`src/rtl/mmio_uart_fifo.sv`:
```
`default_nettype none
// =============================================================================
// mmio_uart_fifo : MMIO responder with FIFO-buffered 8N1 UART, status and
//                  cycle/instret counters. Define MMIO_UART_LOOPBACK_EN to feed
//                  serial_out back into the receiver.
// Revision       : 1.0
// =============================================================================

module mmio_uart_fifo_buf #(
  parameter int DEPTH_LOG2 = 3
) (
  input  logic                clk,
  input  logic                rst,
  input  logic                push_i,
  input  logic [7:0]          data_i,
  input  logic                pop_i,
  output logic [7:0]          data_o,
  output logic                empty_o,
  output logic                full_o,
  output logic [DEPTH_LOG2:0] count_o
);
  localparam int DEPTH = 1 << DEPTH_LOG2;

  logic [7:0]            mem_q [DEPTH];
  logic [DEPTH_LOG2-1:0] wr_ptr_q;
  logic [DEPTH_LOG2-1:0] rd_ptr_q;
  logic [DEPTH_LOG2:0]   count_q;
  logic                  w_push;
  logic                  w_pop;

  assign empty_o = (count_q == '0);
  assign full_o  = (count_q == (DEPTH_LOG2+1)'(DEPTH));
  assign count_o = count_q;
  assign data_o  = mem_q[rd_ptr_q];
  // Push is refused when full even if a pop happens this cycle; pop on empty is a no-op.
  assign w_push  = push_i & ~full_o;
  assign w_pop   = pop_i & ~empty_o;

  always_ff @(posedge clk or negedge rst) begin
    if (!rst) begin
      wr_ptr_q <= '0;
      rd_ptr_q <= '0;
      count_q  <= '0;
    end else begin
      if (w_push) wr_ptr_q <= wr_ptr_q + DEPTH_LOG2'(1);
      if (w_pop)  rd_ptr_q <= rd_ptr_q + DEPTH_LOG2'(1);
      case ({w_push, w_pop})
        2'b10:   count_q <= count_q + (DEPTH_LOG2+1)'(1);
        2'b01:   count_q <= count_q - (DEPTH_LOG2+1)'(1);
        default: count_q <= count_q;
      endcase
    end
  end

  always_ff @(posedge clk) begin
    if (w_push) mem_q[wr_ptr_q] <= data_i;
  end
endmodule

module mmio_uart_fifo #(
  parameter int CPU_CLOCK_FREQ  = 50_000_000,
  parameter int BAUD_RATE       = 115200,
  parameter int FIFO_DEPTH_LOG2 = 3
) (
  input  logic        clk,
  input  logic        rst,
  input  logic        en,
  input  logic        we,
  input  logic [7:0]  addr,
  input  logic [31:0] din,
  input  logic        iflag,
  output logic [31:0] dout,
  input  logic        serial_in,
  output logic        serial_out
);
  localparam int CLKS_PER_BIT = CPU_CLOCK_FREQ / BAUD_RATE;
  localparam int CW           = $clog2(CLKS_PER_BIT + 1);
  localparam int NW           = FIFO_DEPTH_LOG2 + 1;
  localparam logic [CW-1:0] BIT_LAST  = CW'(CLKS_PER_BIT - 1);
  localparam logic [CW-1:0] HALF_LAST = CW'(CLKS_PER_BIT / 2 - 1);

  localparam logic [5:0] A_STATUS  = 6'h00;
  localparam logic [5:0] A_RXDATA  = 6'h01;
  localparam logic [5:0] A_TXDATA  = 6'h02;
  localparam logic [5:0] A_LEVELS  = 6'h03;
  localparam logic [5:0] A_CYCLES  = 6'h04;
  localparam logic [5:0] A_INSTRET = 6'h05;
  localparam logic [5:0] A_CLEAR   = 6'h06;

  typedef enum logic [1:0] {
    S_IDLE  = 2'd0,
    S_START = 2'd1,
    S_DATA  = 2'd2,
    S_STOP  = 2'd3
  } uart_state_e;

  logic [5:0]  w_idx;
  logic        w_rd;
  logic        w_wr;
  logic        w_unused;
  assign w_idx    = addr[7:2];
  assign w_rd     = en & ~we;
  assign w_wr     = en & we;
  assign w_unused = ^{din[31:8], addr[1:0]};

  logic          w_tx_push, w_tx_pop, w_tx_empty, w_tx_full;
  logic [7:0]    w_tx_head;
  logic [NW-1:0] w_tx_count;
  logic          w_rx_pop, w_rx_empty, w_rx_full;
  logic [7:0]    w_rx_head;
  logic [NW-1:0] w_rx_count;

  uart_state_e   tx_state_q;
  logic [CW-1:0] tx_cnt_q;
  logic [2:0]    tx_bit_q;
  logic [7:0]    tx_shift_q;
  logic          tx_line_q;
  logic          w_tx_bit_end;

  uart_state_e   rx_state_q;
  logic [CW-1:0] rx_cnt_q;
  logic [2:0]    rx_bit_q;
  logic [7:0]    rx_shift_q;
  logic          rx_done_q;
  logic          rx_ferr_q;
  logic          sync1_q, sync2_q;
  logic          w_rx_in;
  logic          w_rxd;
  logic          w_rx_bit_end;

  logic          ovr_q, ferr_q;
  logic          w_status_rd;
  logic          w_clear;
  logic [31:0]   cycles_q, instret_q;
  logic [31:0]   dout_q, dout_d;

  assign w_tx_push = w_wr & (w_idx == A_TXDATA);
  assign w_rx_pop  = w_rd & (w_idx == A_RXDATA);

  mmio_uart_fifo_buf #(.DEPTH_LOG2(FIFO_DEPTH_LOG2)) u_tx_fifo (
    .clk     (clk),
    .rst     (rst),
    .push_i  (w_tx_push),
    .data_i  (din[7:0]),
    .pop_i   (w_tx_pop),
    .data_o  (w_tx_head),
    .empty_o (w_tx_empty),
    .full_o  (w_tx_full),
    .count_o (w_tx_count)
  );

  mmio_uart_fifo_buf #(.DEPTH_LOG2(FIFO_DEPTH_LOG2)) u_rx_fifo (
    .clk     (clk),
    .rst     (rst),
    .push_i  (rx_done_q),
    .data_i  (rx_shift_q),
    .pop_i   (w_rx_pop),
    .data_o  (w_rx_head),
    .empty_o (w_rx_empty),
    .full_o  (w_rx_full),
    .count_o (w_rx_count)
  );

  // Transmitter takes a byte from IDLE or at the end of STOP, giving gapless frames.
  assign w_tx_bit_end = (tx_cnt_q == BIT_LAST);
  assign w_tx_pop     = ~w_tx_empty & ((tx_state_q == S_IDLE) |
                                       ((tx_state_q == S_STOP) & w_tx_bit_end));

  always_ff @(posedge clk or negedge rst) begin
    if (!rst) begin
      tx_state_q <= S_IDLE;
      tx_cnt_q   <= '0;
      tx_bit_q   <= '0;
      tx_shift_q <= '0;
      tx_line_q  <= 1'b1;
    end else begin
      case (tx_state_q)
        S_IDLE: begin
          if (!w_tx_empty) begin
            tx_state_q <= S_START;
            tx_shift_q <= w_tx_head;
            tx_cnt_q   <= '0;
            tx_line_q  <= 1'b0;
          end
        end
        S_START: begin
          if (w_tx_bit_end) begin
            tx_cnt_q   <= '0;
            tx_bit_q   <= '0;
            tx_state_q <= S_DATA;
            tx_line_q  <= tx_shift_q[0];
          end else begin
            tx_cnt_q <= tx_cnt_q + CW'(1);
          end
        end
        S_DATA: begin
          if (w_tx_bit_end) begin
            tx_cnt_q <= '0;
            if (tx_bit_q == 3'd7) begin
              tx_state_q <= S_STOP;
              tx_line_q  <= 1'b1;
            end else begin
              tx_bit_q   <= tx_bit_q + 3'd1;
              tx_shift_q <= {1'b0, tx_shift_q[7:1]};
              tx_line_q  <= tx_shift_q[1];
            end
          end else begin
            tx_cnt_q <= tx_cnt_q + CW'(1);
          end
        end
        S_STOP: begin
          if (w_tx_bit_end) begin
            tx_cnt_q <= '0;
            if (!w_tx_empty) begin
              tx_state_q <= S_START;
              tx_shift_q <= w_tx_head;
              tx_line_q  <= 1'b0;
            end else begin
              tx_state_q <= S_IDLE;
            end
          end else begin
            tx_cnt_q <= tx_cnt_q + CW'(1);
          end
        end
        default: tx_state_q <= S_IDLE;
      endcase
    end
  end

`ifdef MMIO_UART_LOOPBACK_EN
  logic w_unused_serial_in;
  assign w_unused_serial_in = serial_in;
  assign w_rx_in            = tx_line_q;
`else
  assign w_rx_in = serial_in;
`endif

  always_ff @(posedge clk or negedge rst) begin
    if (!rst) begin
      sync1_q <= 1'b1;
      sync2_q <= 1'b1;
    end else begin
      sync1_q <= w_rx_in;
      sync2_q <= sync1_q;
    end
  end
  assign w_rxd        = sync2_q;
  assign w_rx_bit_end = (rx_cnt_q == BIT_LAST);

  // Start bit is re-checked half a bit in; later samples land one bit apart at mid-bit.
  always_ff @(posedge clk or negedge rst) begin
    if (!rst) begin
      rx_state_q <= S_IDLE;
      rx_cnt_q   <= '0;
      rx_bit_q   <= '0;
      rx_shift_q <= '0;
      rx_done_q  <= 1'b0;
      rx_ferr_q  <= 1'b0;
    end else begin
      rx_done_q <= 1'b0;
      rx_ferr_q <= 1'b0;
      case (rx_state_q)
        S_IDLE: begin
          if (!w_rxd) begin
            rx_state_q <= S_START;
            rx_cnt_q   <= '0;
          end
        end
        S_START: begin
          if (rx_cnt_q == HALF_LAST) begin
            rx_cnt_q   <= '0;
            rx_bit_q   <= '0;
            rx_state_q <= w_rxd ? S_IDLE : S_DATA;
          end else begin
            rx_cnt_q <= rx_cnt_q + CW'(1);
          end
        end
        S_DATA: begin
          if (w_rx_bit_end) begin
            rx_cnt_q   <= '0;
            rx_shift_q <= {w_rxd, rx_shift_q[7:1]};
            if (rx_bit_q == 3'd7) rx_state_q <= S_STOP;
            else                  rx_bit_q   <= rx_bit_q + 3'd1;
          end else begin
            rx_cnt_q <= rx_cnt_q + CW'(1);
          end
        end
        S_STOP: begin
          if (w_rx_bit_end) begin
            rx_cnt_q   <= '0;
            rx_state_q <= S_IDLE;
            rx_done_q  <= w_rxd;
            rx_ferr_q  <= ~w_rxd;
          end else begin
            rx_cnt_q <= rx_cnt_q + CW'(1);
          end
        end
        default: rx_state_q <= S_IDLE;
      endcase
    end
  end

  assign w_status_rd = w_rd & (w_idx == A_STATUS);
  assign w_clear     = w_wr & (w_idx == A_CLEAR);

  always_comb begin
    dout_d = '0;
    case (w_idx)
      A_STATUS:  dout_d = {28'b0, ovr_q, ferr_q, ~w_rx_empty, ~w_tx_full};
      A_RXDATA:  dout_d = {24'b0, (w_rx_empty ? 8'h00 : w_rx_head)};
      A_LEVELS:  dout_d = {8'b0, 8'(w_tx_count), 8'b0, 8'(w_rx_count)};
      A_CYCLES:  dout_d = cycles_q;
      A_INSTRET: dout_d = instret_q;
      default:   dout_d = '0;
    endcase
  end

  // Sticky flags: a set in the same cycle as a STATUS read survives the clear.
  always_ff @(posedge clk or negedge rst) begin
    if (!rst) begin
      ovr_q     <= 1'b0;
      ferr_q    <= 1'b0;
      cycles_q  <= '0;
      instret_q <= '0;
      dout_q    <= '0;
    end else begin
      ovr_q     <= (rx_done_q & w_rx_full) | (ovr_q & ~w_status_rd);
      ferr_q    <= rx_ferr_q | (ferr_q & ~w_status_rd);
      cycles_q  <= w_clear ? 32'd0 : cycles_q + 32'd1;
      instret_q <= w_clear ? 32'd0 : instret_q + {31'b0, iflag};
      if (w_rd) dout_q <= dout_d;
    end
  end

  assign dout       = dout_q;
  assign serial_out = tx_line_q;
endmodule

`default_nettype wire

```
`config.mk`:
```
export PLATFORM = sky130hd
export DESIGN_NAME = mmio_uart_fifo
export DESIGN_NICKNAME = d
export VERILOG_FILES = /design/src/rtl/mmio_uart_fifo.sv
export SDC_FILE = /design/constraint.sdc
export NUM_CORES = 1
export LEC_CHECK = 0
export ABC_CLOCK_PERIOD_IN_PS = 2900
export CORE_MARGIN = 2
export CORE_UTILIZATION = 60
export DETAILED_ROUTE_END_ITERATION = 7
export PLACE_DENSITY = 0.78
export RECOVER_POWER = 100
export SYNTH_ARGS = -nofsm -noshare
export SYNTH_HDL_FRONTEND = slang
export SYNTH_SLANG_ARGS = --single-unit
```
`constraint.sdc`:
```
create_clock -name clk -period 2.9 [get_ports clk]
set_input_delay 0.58 -clock clk [delete_from_list [all_inputs] [get_ports clk]]
set_output_delay 0.58 -clock clk [all_outputs]
set_load 0.005 [all_outputs]
```
==> flow_summary.yaml, run 1 <==
sta:
  setup_ws_ns: 0.156
  final_setup_violation_count: 0
  max_freq_mhz: 364
  final_hold_viol_count: 0
  skew_ns: 0.0192
  grt_setup_unrepaired: "no"
  timing.final.max_slew_violations: 70
  tightestPinTransition_ns: 1.81
  max_slew_margin_pct: -20.8
  timing.final.crit_share_pct: 94.6
  period_needed_ns: 2.74
  final.setup.tns_ns: 0
routing:
  dr_total_vias: 8546
  drtPass1Iterations: 5
  drc_errors: 0
  drt_iter0_drc: 491
  ant_nets: 0
  post_detailed_route_via_to_cell_ratio: 5.90
  drt-wirelength-per-cell_um: 18.4
  finalWirelength_um: 26600
global_route:
  maximum_number_of_pins_on_one_net_before_global_route_repair: 71
  number_of_global_route_vias_before_repair: 8568
  gr-total-overflow: 0
  grt_pass1_wl_um: 44400
  gr-usage-all-layers_pct: 23.4
  number_of_antenna_violations_at_the_first_check_in_global_routing: 0
worst_setup_path:
  path_max_fanout: 8
  setup.worst_path.start: "addr[3]"
  crit_arrival_ns: 2.98
  worst_setup_path_start_kind: "input pin"
  regToRegStartpoint: "u_rx_fifo.count_o[0]$_DFFE_PN0P_"
  setup.worst_path.end_class: "flop"
  setup.worst_path.class: "in -> reg"
  cp_data_required_time_ns: 3.14
floorplanning:
  core_mm2: 0.0218
  floorplan.die.width_um: 153
  std_cell_rows: 54
  io_pins: 79
  floorplan.initialDensity_pct: 61.2
  dieArea_mm2: 0.0235
  die_y_um: 153
power_and_ir_drop:
  power_density_mw_per_mm2: 712
  seq_power_share_pct: 47.2
  pwr-share-clk_pct: 34.3
  switching_share_pct: 28.1
  internal_power_uw: 7880
  comb_pwr_share_pct: 18.5
  p_leak_uw: 0.00611
  p_switching_uw: 3070
  fin_total_pwr_uw: 11000
  vdd_ir_drop_max_v: 0.000523
cts:
  tritoncts_num_sinks: 295
  cts_made_buffers: 30
  h_tree_depth: 1
  worst_setup_hold_path_clk_slew_ns: 0.06
  clk_latency_ns: 0.56
  tritoncts: "yes"
  clock_tree.root_cell: "sky130_fd_sc_hd__clkbuf_16"
  clk_path_buf_depth: 3
yosys:
  syn-cell-area_mm2: 0.0134
  post-synth-top-area-fraction_pct: 30.7
  yosys-top-cells-area: "sky130_fd_sc_hd__dfrtp_1 31%, sky130_fd_sc_hd__edfxtp_1 29%, sky130_fd_sc_hd__mux4_2 5.4%"
  synth_enable_flop_cells: 128
  postSynthCellCount: 1045
  ys_dominant_reg_cell: "sky130_fd_sc_hd__dfrtp_1"
  synth-seq-area-share_pct: 60.1
  synthesis.area_per_instance_um2: 12.8
  yosys_register_bits: 295
  synthDistinctLibCells: 65
  synth_async_sr_flop_share_pct: 56.6
  synth_top_cell_by_area: "sky130_fd_sc_hd__dfrtp_1"
  synth_fp_nets: 1121
  yosysWarnings: 0
final_layout:
  commonest_cells_after_routing_fill_and_taps_aside: "164 x sky130_fd_sc_hd__dfrtp_1, 128 x sky130_fd_sc_hd__edfxtp_1, 94 x sky130_fd_sc_hd__nand2_1"
  layout.filler_cells: 1500
  antenna-diode-count: 0
  mostFrequentLayoutCell: "sky130_fd_sc_hd__dfrtp_1"
  layout-drive-gt1-share_pct: 13.6
  finish.instance_area_mm2: 0.0154
  area_delta_synth_final_pct: 15.1
  final_net_count: 1221
  final_core_utilization_pct: 70.5
outcome:
  status: "finished, violations left"
  failing_checks: "max-capacitance violations, max-slew violations"
placed_design:
  postPlaceCellArea_mm2: 0.0145
  io_buffers: 52
  place.gp.congestion: 0.801
  dp_slack_ns: -0.417
  detailedPlacementHpwl_um: 17700
flow_run:
  maxCapViolations: 1
min_path:
  timing.hold.worst.class: "reg -> reg"
  holdCritStartpoint: "sync1_q$_DFF_PN1_"
-- final cells by class --
cell class | count | area, um^2 | area share, %
Multi-Input combinational cell | 678 | 5030 | 32.7
Timing Repair Buffer | 108 | 872 | 5.67
Clock buffer | 36 | 793 | 5.16
Sequential cell | 295 | 8030 | 52.2
Inverter | 32 | 120 | 0.781
Tap cell | 280 | 350 | 2.28
Clock inverter | 20 | 183 | 1.19
-- sequential cells by signal, indices dropped and copies added, names as in the netlist, 4 cells and up, named ones only --
signal	count
tx_cnt_q	9
rx_cnt_q	9
cycles_q	32
tx_shift_q	8
dout	32
u_tx_fifo.mem_q	64
u_tx_fifo.count_o	4
instret_q	32
u_rx_fifo.mem_q	64
rx_shift_q	8
u_rx_fifo.count_o	4
-- layer usage --
metal	routed length, um	vias up	global-route usage [%]
li1	-	4032	-
met4	376	0	5.03
met3	1410	30	3.60
met2	13300	194	39.5
met1	11500	4290	32.6
met5	0	-	0
-- what timing repair did --
action,4_1_cts,5_1_grt
setup buffers,0,1
endpoints found under the setup margin,0,2
hold buffers,0,0
gates resized for setup,0,5
-- metrics by stage --
step,hold WS (ns),std cells
3_3_place_gp,0.347,1392
6_report,0.362,1449
2_1_floorplan,0.284,1045
5_1_grt,0.365,1449
3_5_place_dp,0.354,1392
4_1_cts,0.0625,1448
-- critical path, stage by stage --
cell,delay (ns)
sky130_fd_sc_hd__clkdlybuf4s50_1,0.47
sky130_fd_sc_hd__inv_1,0.06
sky130_fd_sc_hd__or4_4,0.58
sky130_fd_sc_hd__a211oi_4,0.27
sky130_fd_sc_hd__clkbuf_4,0.18
sky130_fd_sc_hd__clkbuf_1,0.28
sky130_fd_sc_hd__nand2b_2,0.12
sky130_fd_sc_hd__nor3_1,0.17
sky130_fd_sc_hd__clkbuf_2,0.27
-- cell families (layout without fill, tap and decap cells) --
group / after synthesis / count (layout) / share of synthesized area (%)
buf+inv: 72 / 196 / 2.44
flops: 295 / 295 / 60.1
xor+xnor: 70 / 70 / 4.59
fa+ha+maj: 30 / 30 / 2.92
mux: 101 / 101 / 10.8
simple gates: 338 / 338 / 12.4
compound gates: 139 / 139 / 6.81
-- cells in the mapped netlist, types with 21 or more instances --
| master | n |
|---|---|
| sky130_fd_sc_hd__nor3_1 | 35 |
| sky130_fd_sc_hd__nand3_1 | 27 |
| sky130_fd_sc_hd__dfrtp_1 | 164 |
| sky130_fd_sc_hd__mux2i_1 | 51 |
| sky130_fd_sc_hd__xor2_1 | 25 |
| sky130_fd_sc_hd__clkbuf_1 | 21 |
| sky130_fd_sc_hd__ha_1 | 28 |
| sky130_fd_sc_hd__nand2_1 | 93 |
| sky130_fd_sc_hd__xnor2_1 | 45 |
| sky130_fd_sc_hd__edfxtp_1 | 128 |
| sky130_fd_sc_hd__o21ai_0 | 63 |
| sky130_fd_sc_hd__mux4_2 | 32 |
| sky130_fd_sc_hd__nor2_1 | 87 |
| sky130_fd_sc_hd__inv_1 | 32 |
-- power by group through the flow --
stage,combinational [uW],clock [uW],sequential (uW)
after detailed placement,2010,0,5240
final,2020,3760,5170
after floorplan,1550,0,5040
after global routing,2270,3990,5240
after global placement,1920,0,5230
after CTS,2050,3810,5170
-- path summary, 6_finish.rpt --
kind | end | slack, ns | cells after the start
max in group asynchronous | instret_q[26]$_DFF_PN0_ | 0.59 | 2
worst min register to register | sync2_q$_DFF_PN1_ | 0.36 | 0
worst min-delay path | sync2_q$_DFF_PN1_ | 0.36 | 0
worst max register to register | u_rx_fifo.count_o[3]$_DFFE_PN0P_ | 0.26 | 10
min in group asynchronous | tx_cnt_q[3]$_DFFE_PN0N_ | 0.51 | 1
worst max-delay path | u_tx_fifo.mem_q[0][6]$_DFFE_PP_ | 0.16 | 9
Power figures use the tool's default switching activity.
==> run 2, diff against run 1 <==
--- a/config.mk
+++ b/config.mk
@@ -8,9 +8,11 @@
 export ABC_CLOCK_PERIOD_IN_PS = 2900
 export CORE_MARGIN = 2
 export CORE_UTILIZATION = 60
+export CTS_BUF_LIST = sky130_fd_sc_hd__clkbuf_4 sky130_fd_sc_hd__clkbuf_8
 export DETAILED_ROUTE_END_ITERATION = 7
 export PLACE_DENSITY = 0.78
 export RECOVER_POWER = 100
+export SLEW_MARGIN = 25
 export SYNTH_ARGS = -nofsm -noshare
 export SYNTH_HDL_FRONTEND = slang
 export SYNTH_SLANG_ARGS = --single-unit
==> flow_summary.yaml, run 2 (same netlist as run 1, synthesis figures left out) <==
worst_setup_path:
  crit_arrival_ns: 3.19
  critical_path.cell_chain: "clkdlybuf4s50_1 -> or3_4 -> or4_4 -> nor2_4 -> ha_1 -> ha_1 -> a21o_1 -> a21oi_1 -> xnor2_1 -> nor2_1 -> xor2_1"
  setup.worst_path.end_class: "flop"
  setup.worst_path.class: "in -> reg"
  path_max_fanout: 3
  critPathSlowestCell: "sky130_fd_sc_hd__or4_4"
  ff2ff_path_depth: 10
  crit_path_frequent_cell: "sky130_fd_sc_hd__ha_1"
  cp_data_required_time_ns: 3.33
  critical_path_s_top_delay_family: "simple AND/OR/NAND/NOR gates"
  critPathMaxStageDelay_ns: 0.52
  worst_setup_path_start_kind: "input pin"
  crit_buf_inv: 1
  reg2reg_setup_slack_ns: 0.37
  cell_count_along_the_critical_path: 11
final_layout:
  top_regs: "u_rx_fifo.mem_q (64), u_tx_fifo.mem_q (64)"
  mostFrequentLayoutCell: "sky130_fd_sc_hd__dfrtp_1"
  commonest_cells_after_routing_fill_and_taps_aside: "164 x sky130_fd_sc_hd__dfrtp_1, 128 x sky130_fd_sc_hd__edfxtp_1, 94 x sky130_fd_sc_hd__nand2_1"
  area_delta_synth_final_pct: 14.9
  antenna-diode-count: 0
  final_net_count: 1237
  layout-drive-gt1-share_pct: 16.2
cts:
  cts_made_buffers: 47
  clk_latency_ns: 0.56
  clock_tree.root_cell: "sky130_fd_sc_hd__clkbuf_8"
  postCtsSetupBuffers: 0
  worst_setup_hold_path_clk_slew_ns: 0.06
  clk_path_buf_depth: 3
  h_tree_depth: 2
  tritoncts: "yes"
  tritoncts_num_sinks: 295
global_route:
  number_of_antenna_violations_at_the_first_check_in_global_routing: 0
  number_of_global_route_vias_before_repair: 8751
  maximum_number_of_pins_on_one_net_before_global_route_repair: 71
  gr-total-overflow: 0
  grt_pass1_wl_um: 44200
  gr-usage-all-layers_pct: 23.3
floorplanning:
  core_mm2: 0.0218
  dieArea_mm2: 0.0235
  std_cell_rows: 54
  floorplan.initialDensity_pct: 61.2
  io_pins: 79
  die_y_um: 153
  floorplan.die.width_um: 153
sta:
  max_freq_mhz: 362
  grt_setup_unrepaired: "no"
  timing.final.crit_share_pct: 95.3
  setup_ws_ns: 0.135
  max_slew_margin_pct: -17.3
  final.setup.tns_ns: 0
  final_setup_violation_count: 0
  final_hold_viol_count: 0
  tightestPinTransition_ns: 1.76
  timing.final.max_slew_violations: 71
  skew_ns: 0.0229
  period_needed_ns: 2.76
power_and_ir_drop:
  vdd_ir_drop_max_v: 0.000443
  p_leak_uw: 0.00615
  power_density_mw_per_mm2: 703
routing:
  drc_errors: 0
  post_detailed_route_via_to_cell_ratio: 5.83
  drt-wirelength-per-cell_um: 17.8
  finalWirelength_um: 26400
  drt_iter0_drc: 444
  drtPass1Iterations: 4
  ant_nets: 0
  dr_total_vias: 8623
min_path:
  timing.hold.worst.class: "reg -> reg"
  hold_path_depth: 0
outcome:
  failing_checks: "max-capacitance violations, max-slew violations"
  status: "finished, violations left"
flow_run:
  maxCapViolations: 1
placed_design:
  place.gp.congestion: 0.801
  dp_slack_ns: -0.417
  io_buffers: 52
  detailedPlacementHpwl_um: 17700
==> run 2: changes by cell type in the layout (fill, tap and decap cells not counted), sizes merged <==
| cell | delta |
|---|---|
| buf | -6 |
| bufinv | -2 |
| clkbuf | +52 |
| clkdlybuf4s50 | +3 |
| clkinv | -8 |
| clkinvlp | -7 |
| dlymetal6s2s | -3 |
| inv | +1 |
==> run 2: cell type report <==
| cell class | instances | area [um^2] |
|---|---|---|
| clock inverter | 4 | 28.8 |
| timing repair buffer | 107 | 837 |
| tap | 280 | 350 |
| sequential | 295 | 8030 |
| multi-input combinational | 678 | 5020 |
| clock buffer | 83 | 967 |
| fill | 1512 | 6480 |
| inverter | 32 | 120 |
==> run 2: worst register-to-register path, cell delays in order, from the launching register on <==
cell	delay [ns]
sky130_fd_sc_hd__dfrtp_1	0.47
sky130_fd_sc_hd__nor4_1	0.12
sky130_fd_sc_hd__or4_4	0.55
sky130_fd_sc_hd__nor2_4	0.14
sky130_fd_sc_hd__ha_1	0.18
sky130_fd_sc_hd__ha_1	0.24
sky130_fd_sc_hd__a21o_1	0.18
sky130_fd_sc_hd__a21oi_1	0.18
sky130_fd_sc_hd__xnor2_1	0.14
sky130_fd_sc_hd__nor2_1	0.07
sky130_fd_sc_hd__xor2_1	0.14
==> run 2: routing by layer <==
metal / global-route usage, % / vias up / routed length [um]
met3: 4.91 / 49 / 1360
li1: - / 4062 / -
met2: 38.9 / 198 / 13100
met5: 0 / - / 0
met4: 6.39 / 0 / 533
met1: 31.5 / 4314 / 11400
==> run 2: through the flow <==
stage	utilization, %	area [um^2]	cells	total power [uW]	hold WS, ns
4_1_cts	71.0	15500	1479	10900	0.0444
3_5_place_dp	66.5	14500	1392	7250	0.354
6_report	70.3	15300	1479	10800	0.354
3_3_place_gp	66.5	14500	1392	7150	0.347
2_1_floorplan	-	13400	1045	6590	0.284
5_1_grt	70.3	15300	1479	11400	0.360
==> run 2: where the power goes <==
part,total [uW],internal (uW),switching (uW)
Clock,3640,2090,1560
Combinational,1970,1020,947
Sequential,5170,4700,468
==> run 2: final timing paths <==
kind                                               endpoint                              from
max                        u_rx_fifo.count_o[3]$_DFFE_PN0P_                           addr[6]
min                                       sync2_q$_DFF_PN1_                 sync1_q$_DFF_PN1_
max reg2reg                u_rx_fifo.count_o[3]$_DFFE_PN0P_  u_rx_fifo.count_o[0]$_DFFE_PN0P_
min reg2reg                               sync2_q$_DFF_PN1_                 sync1_q$_DFF_PN1_
max in group asynchronous         rx_shift_q[2]$_DFFE_PN0P_                               rst
min in group asynchronous           tx_cnt_q[2]$_DFFE_PN0N_                               rst
==> run 2: timing repair <==
| item | CTS | global route |
|---|---|---|
| hold buffers | 0 | 0 |
| setup endpoints to repair | 0 | 1 |
| resized for setup | 0 | 1 |
==> run 3, diff against run 2 <==
--- a/config.mk
+++ b/config.mk
@@ -7,10 +7,10 @@
 export LEC_CHECK = 0
 export ABC_CLOCK_PERIOD_IN_PS = 2900
 export CORE_MARGIN = 2
-export CORE_UTILIZATION = 60
+export CORE_UTILIZATION = 62
 export CTS_BUF_LIST = sky130_fd_sc_hd__clkbuf_4 sky130_fd_sc_hd__clkbuf_8
 export DETAILED_ROUTE_END_ITERATION = 7
-export PLACE_DENSITY = 0.78
+export PLACE_DENSITY = 0.81
 export RECOVER_POWER = 100
 export SLEW_MARGIN = 25
 export SYNTH_ARGS = -nofsm -noshare
==> constraint.sdc (replaced) <==
create_clock -name clk -period 2.9 [get_ports clk]
set_input_delay 0.87 -clock clk [delete_from_list [all_inputs] [get_ports clk]]
set_output_delay 0.87 -clock clk [all_outputs]
set_load 0.005 [all_outputs]
==> flow_summary.yaml, run 3 (same netlist as run 1, synthesis figures left out) <==
global_route:
  grt_util_met3_pct: 4.43
  globalRoute.busiestLayer: "met2"
  grt_util_met1_pct: 33.3
  number_of_antenna_violations_at_the_first_check_in_global_routing: 0
  grt.met2_usage_pct: 42.8
  gr-usage-all-layers_pct: 25.2
  maximum_number_of_pins_on_one_net_before_global_route_repair: 67
  gr-total-overflow: 0
  grt_pass1_wl_um: 45100
  number_of_global_route_vias_before_repair: 8899
floorplanning:
  std_cell_rows: 53
  dieArea_mm2: 0.0227
  io_pins: 79
  core_mm2: 0.0211
  floorplan.die.width_um: 151
  die_y_um: 151
  floorplan.initialDensity_pct: 63.4
sta:
  tightestPinTransition_ns: 1.57
  timing.final.max_slew_violations: 67
  holdWs_ns: 0.365
  final.setup.tns_ns: 0
  grt_setup_unrepaired: "no"
  max_freq_mhz: 352
  timing.final.crit_share_pct: 97.9
  max_slew_margin_pct: -4.86
  final_hold_viol_count: 0
  period_needed_ns: 2.84
  final_setup_violation_count: 0
  skew_ns: 0.0226
power_and_ir_drop:
  fin_total_pwr_uw: 10900
  power_density_mw_per_mm2: 705
  p_leak_uw: 0.00619
  vdd_ir_drop_max_v: 0.000511
worst_setup_path:
  cp_data_required_time_ns: 3.36
  crit_arrival_ns: 3.30
  worst_setup_path_start_kind: "input pin"
  setup.worst_path.end_class: "flop"
  path_max_fanout: 3
  setup.worst_path.class: "in -> reg"
routing:
  drtPass1Iterations: 5
  dr_total_vias: 8676
  finalWirelength_um: 27200
  drt-wirelength-per-cell_um: 18.2
  post_detailed_route_via_to_cell_ratio: 5.82
  drt_iter0_drc: 570
  ant_nets: 0
  drc_errors: 0
final_layout:
  antenna-diode-count: 0
  layout-drive-gt1-share_pct: 16.3
  finish.instance_area_mm2: 0.0155
  top_regs: "u_rx_fifo.mem_q (64), u_tx_fifo.mem_q (64)"
  fin_cells: 1491
  area_delta_synth_final_pct: 16.1
  layout.filler_cells: 1368
  final_net_count: 1254
  mostFrequentLayoutCell: "sky130_fd_sc_hd__dfrtp_1"
  commonest_cells_after_routing_fill_and_taps_aside: "164 x sky130_fd_sc_hd__dfrtp_1, 128 x sky130_fd_sc_hd__edfxtp_1, 94 x sky130_fd_sc_hd__nand2_1"
placed_design:
  postPlaceCellArea_mm2: 0.0147
  place.gp.congestion: 0.834
  post-place-cells: 1400
  io_buffers: 52
  detailedPlacementHpwl_um: 18400
min_path:
  timing.hold.worst.class: "reg -> reg"
outcome:
  failing_checks: "max-capacitance violations, max-slew violations"
  status: "finished, violations left"
flow_run:
  maxCapViolations: 1
cts:
  clock_tree.root_cell: "sky130_fd_sc_hd__clkbuf_8"
  worst_setup_hold_path_clk_slew_ns: 0.06
  clk_path_buf_depth: 3
  tritoncts_num_sinks: 295
  cts_made_buffers: 48
  clk_latency_ns: 0.59
  tritoncts: "yes"
  h_tree_depth: 2
run 3: critical path: stages:
cell and delay, ns:
sky130_fd_sc_hd__clkdlybuf4s50_1 0.48, sky130_fd_sc_hd__inv_1 0.06, sky130_fd_sc_hd__or4_4 0.57, sky130_fd_sc_hd__a211oi_4 0.20, sky130_fd_sc_hd__inv_1 0.10, sky130_fd_sc_hd__ha_4 0.18
sky130_fd_sc_hd__ha_4 0.21, sky130_fd_sc_hd__a21o_1 0.17, sky130_fd_sc_hd__a21oi_2 0.13, sky130_fd_sc_hd__xnor2_1 0.13, sky130_fd_sc_hd__nor2_1 0.07, sky130_fd_sc_hd__xor2_1 0.13
run 3: timing repair:
item                       CTS  global route
pin swaps                    6            10
cloned                       0             0
setup buffers                2             1
gates resized for setup      5             5
hold buffers                 0             0
setup endpoints to repair    2             2
run 3: final timing paths:
path,startpoint,end,slack (ns),cells after the start
worst min-delay path,sync1_q$_DFF_PN1_,sync2_q$_DFF_PN1_,0.37,0
worst max register to register,tx_state_q[0]$_DFFE_PN0P_,u_tx_fifo.count_o[3]$_DFFE_PN0P_,0.25,11
max in group asynchronous,rst,rx_cnt_q[2]$_DFFE_PN0P_,0.54,2
worst min register to register,sync1_q$_DFF_PN1_,sync2_q$_DFF_PN1_,0.37,0
worst max-delay path,addr[3],u_tx_fifo.count_o[3]$_DFFE_PN0P_,0.06,12
min in group asynchronous,rst,tx_cnt_q[5]$_DFFE_PN0N_,0.68,1
run 3: layer usage:
metal | share of wire, % | vias up
li1 | - | 4092
met1 | 42 | 4279
met2 | 51 | 248
met3 | 5.4 | 57
met4 | 2.2 | 0
met5 | 0 | -
run 3: metrics by stage:
stage	worst slack (ns)	utilization, %
floorplan	-0.308	-
global placement	-0.632	69.5
detailed placement	-0.705	69.5
CTS	0.0000138	74.6
global route	0.00724	73.6
finish	0.0605	73.6
run 3: area by class of cell:
| class | count | area, um^2 | share of cell area (%) |
|---|---|---|---|
| clock buffer | 79 | 981 | 6.32 |
| sequential | 295 | 8030 | 51.7 |
| multi-input combinational | 678 | 5070 | 32.7 |
| inverter | 32 | 120 | 0.774 |
| timing repair buffer | 123 | 898 | 5.79 |
| tap | 275 | 344 | 2.22 |
| clock inverter | 9 | 68.8 | 0.444 |
run 3: where the power goes:
| part | switching, uW | internal [uW] | total (uW) |
|---|---|---|---|
| sequential | 458 | 4700 | 5160 |
| clock | 1640 | 2160 | 3800 |
| combinational | 957 | 1020 | 1980 |
| total | 3060 | 7880 | 10900 |
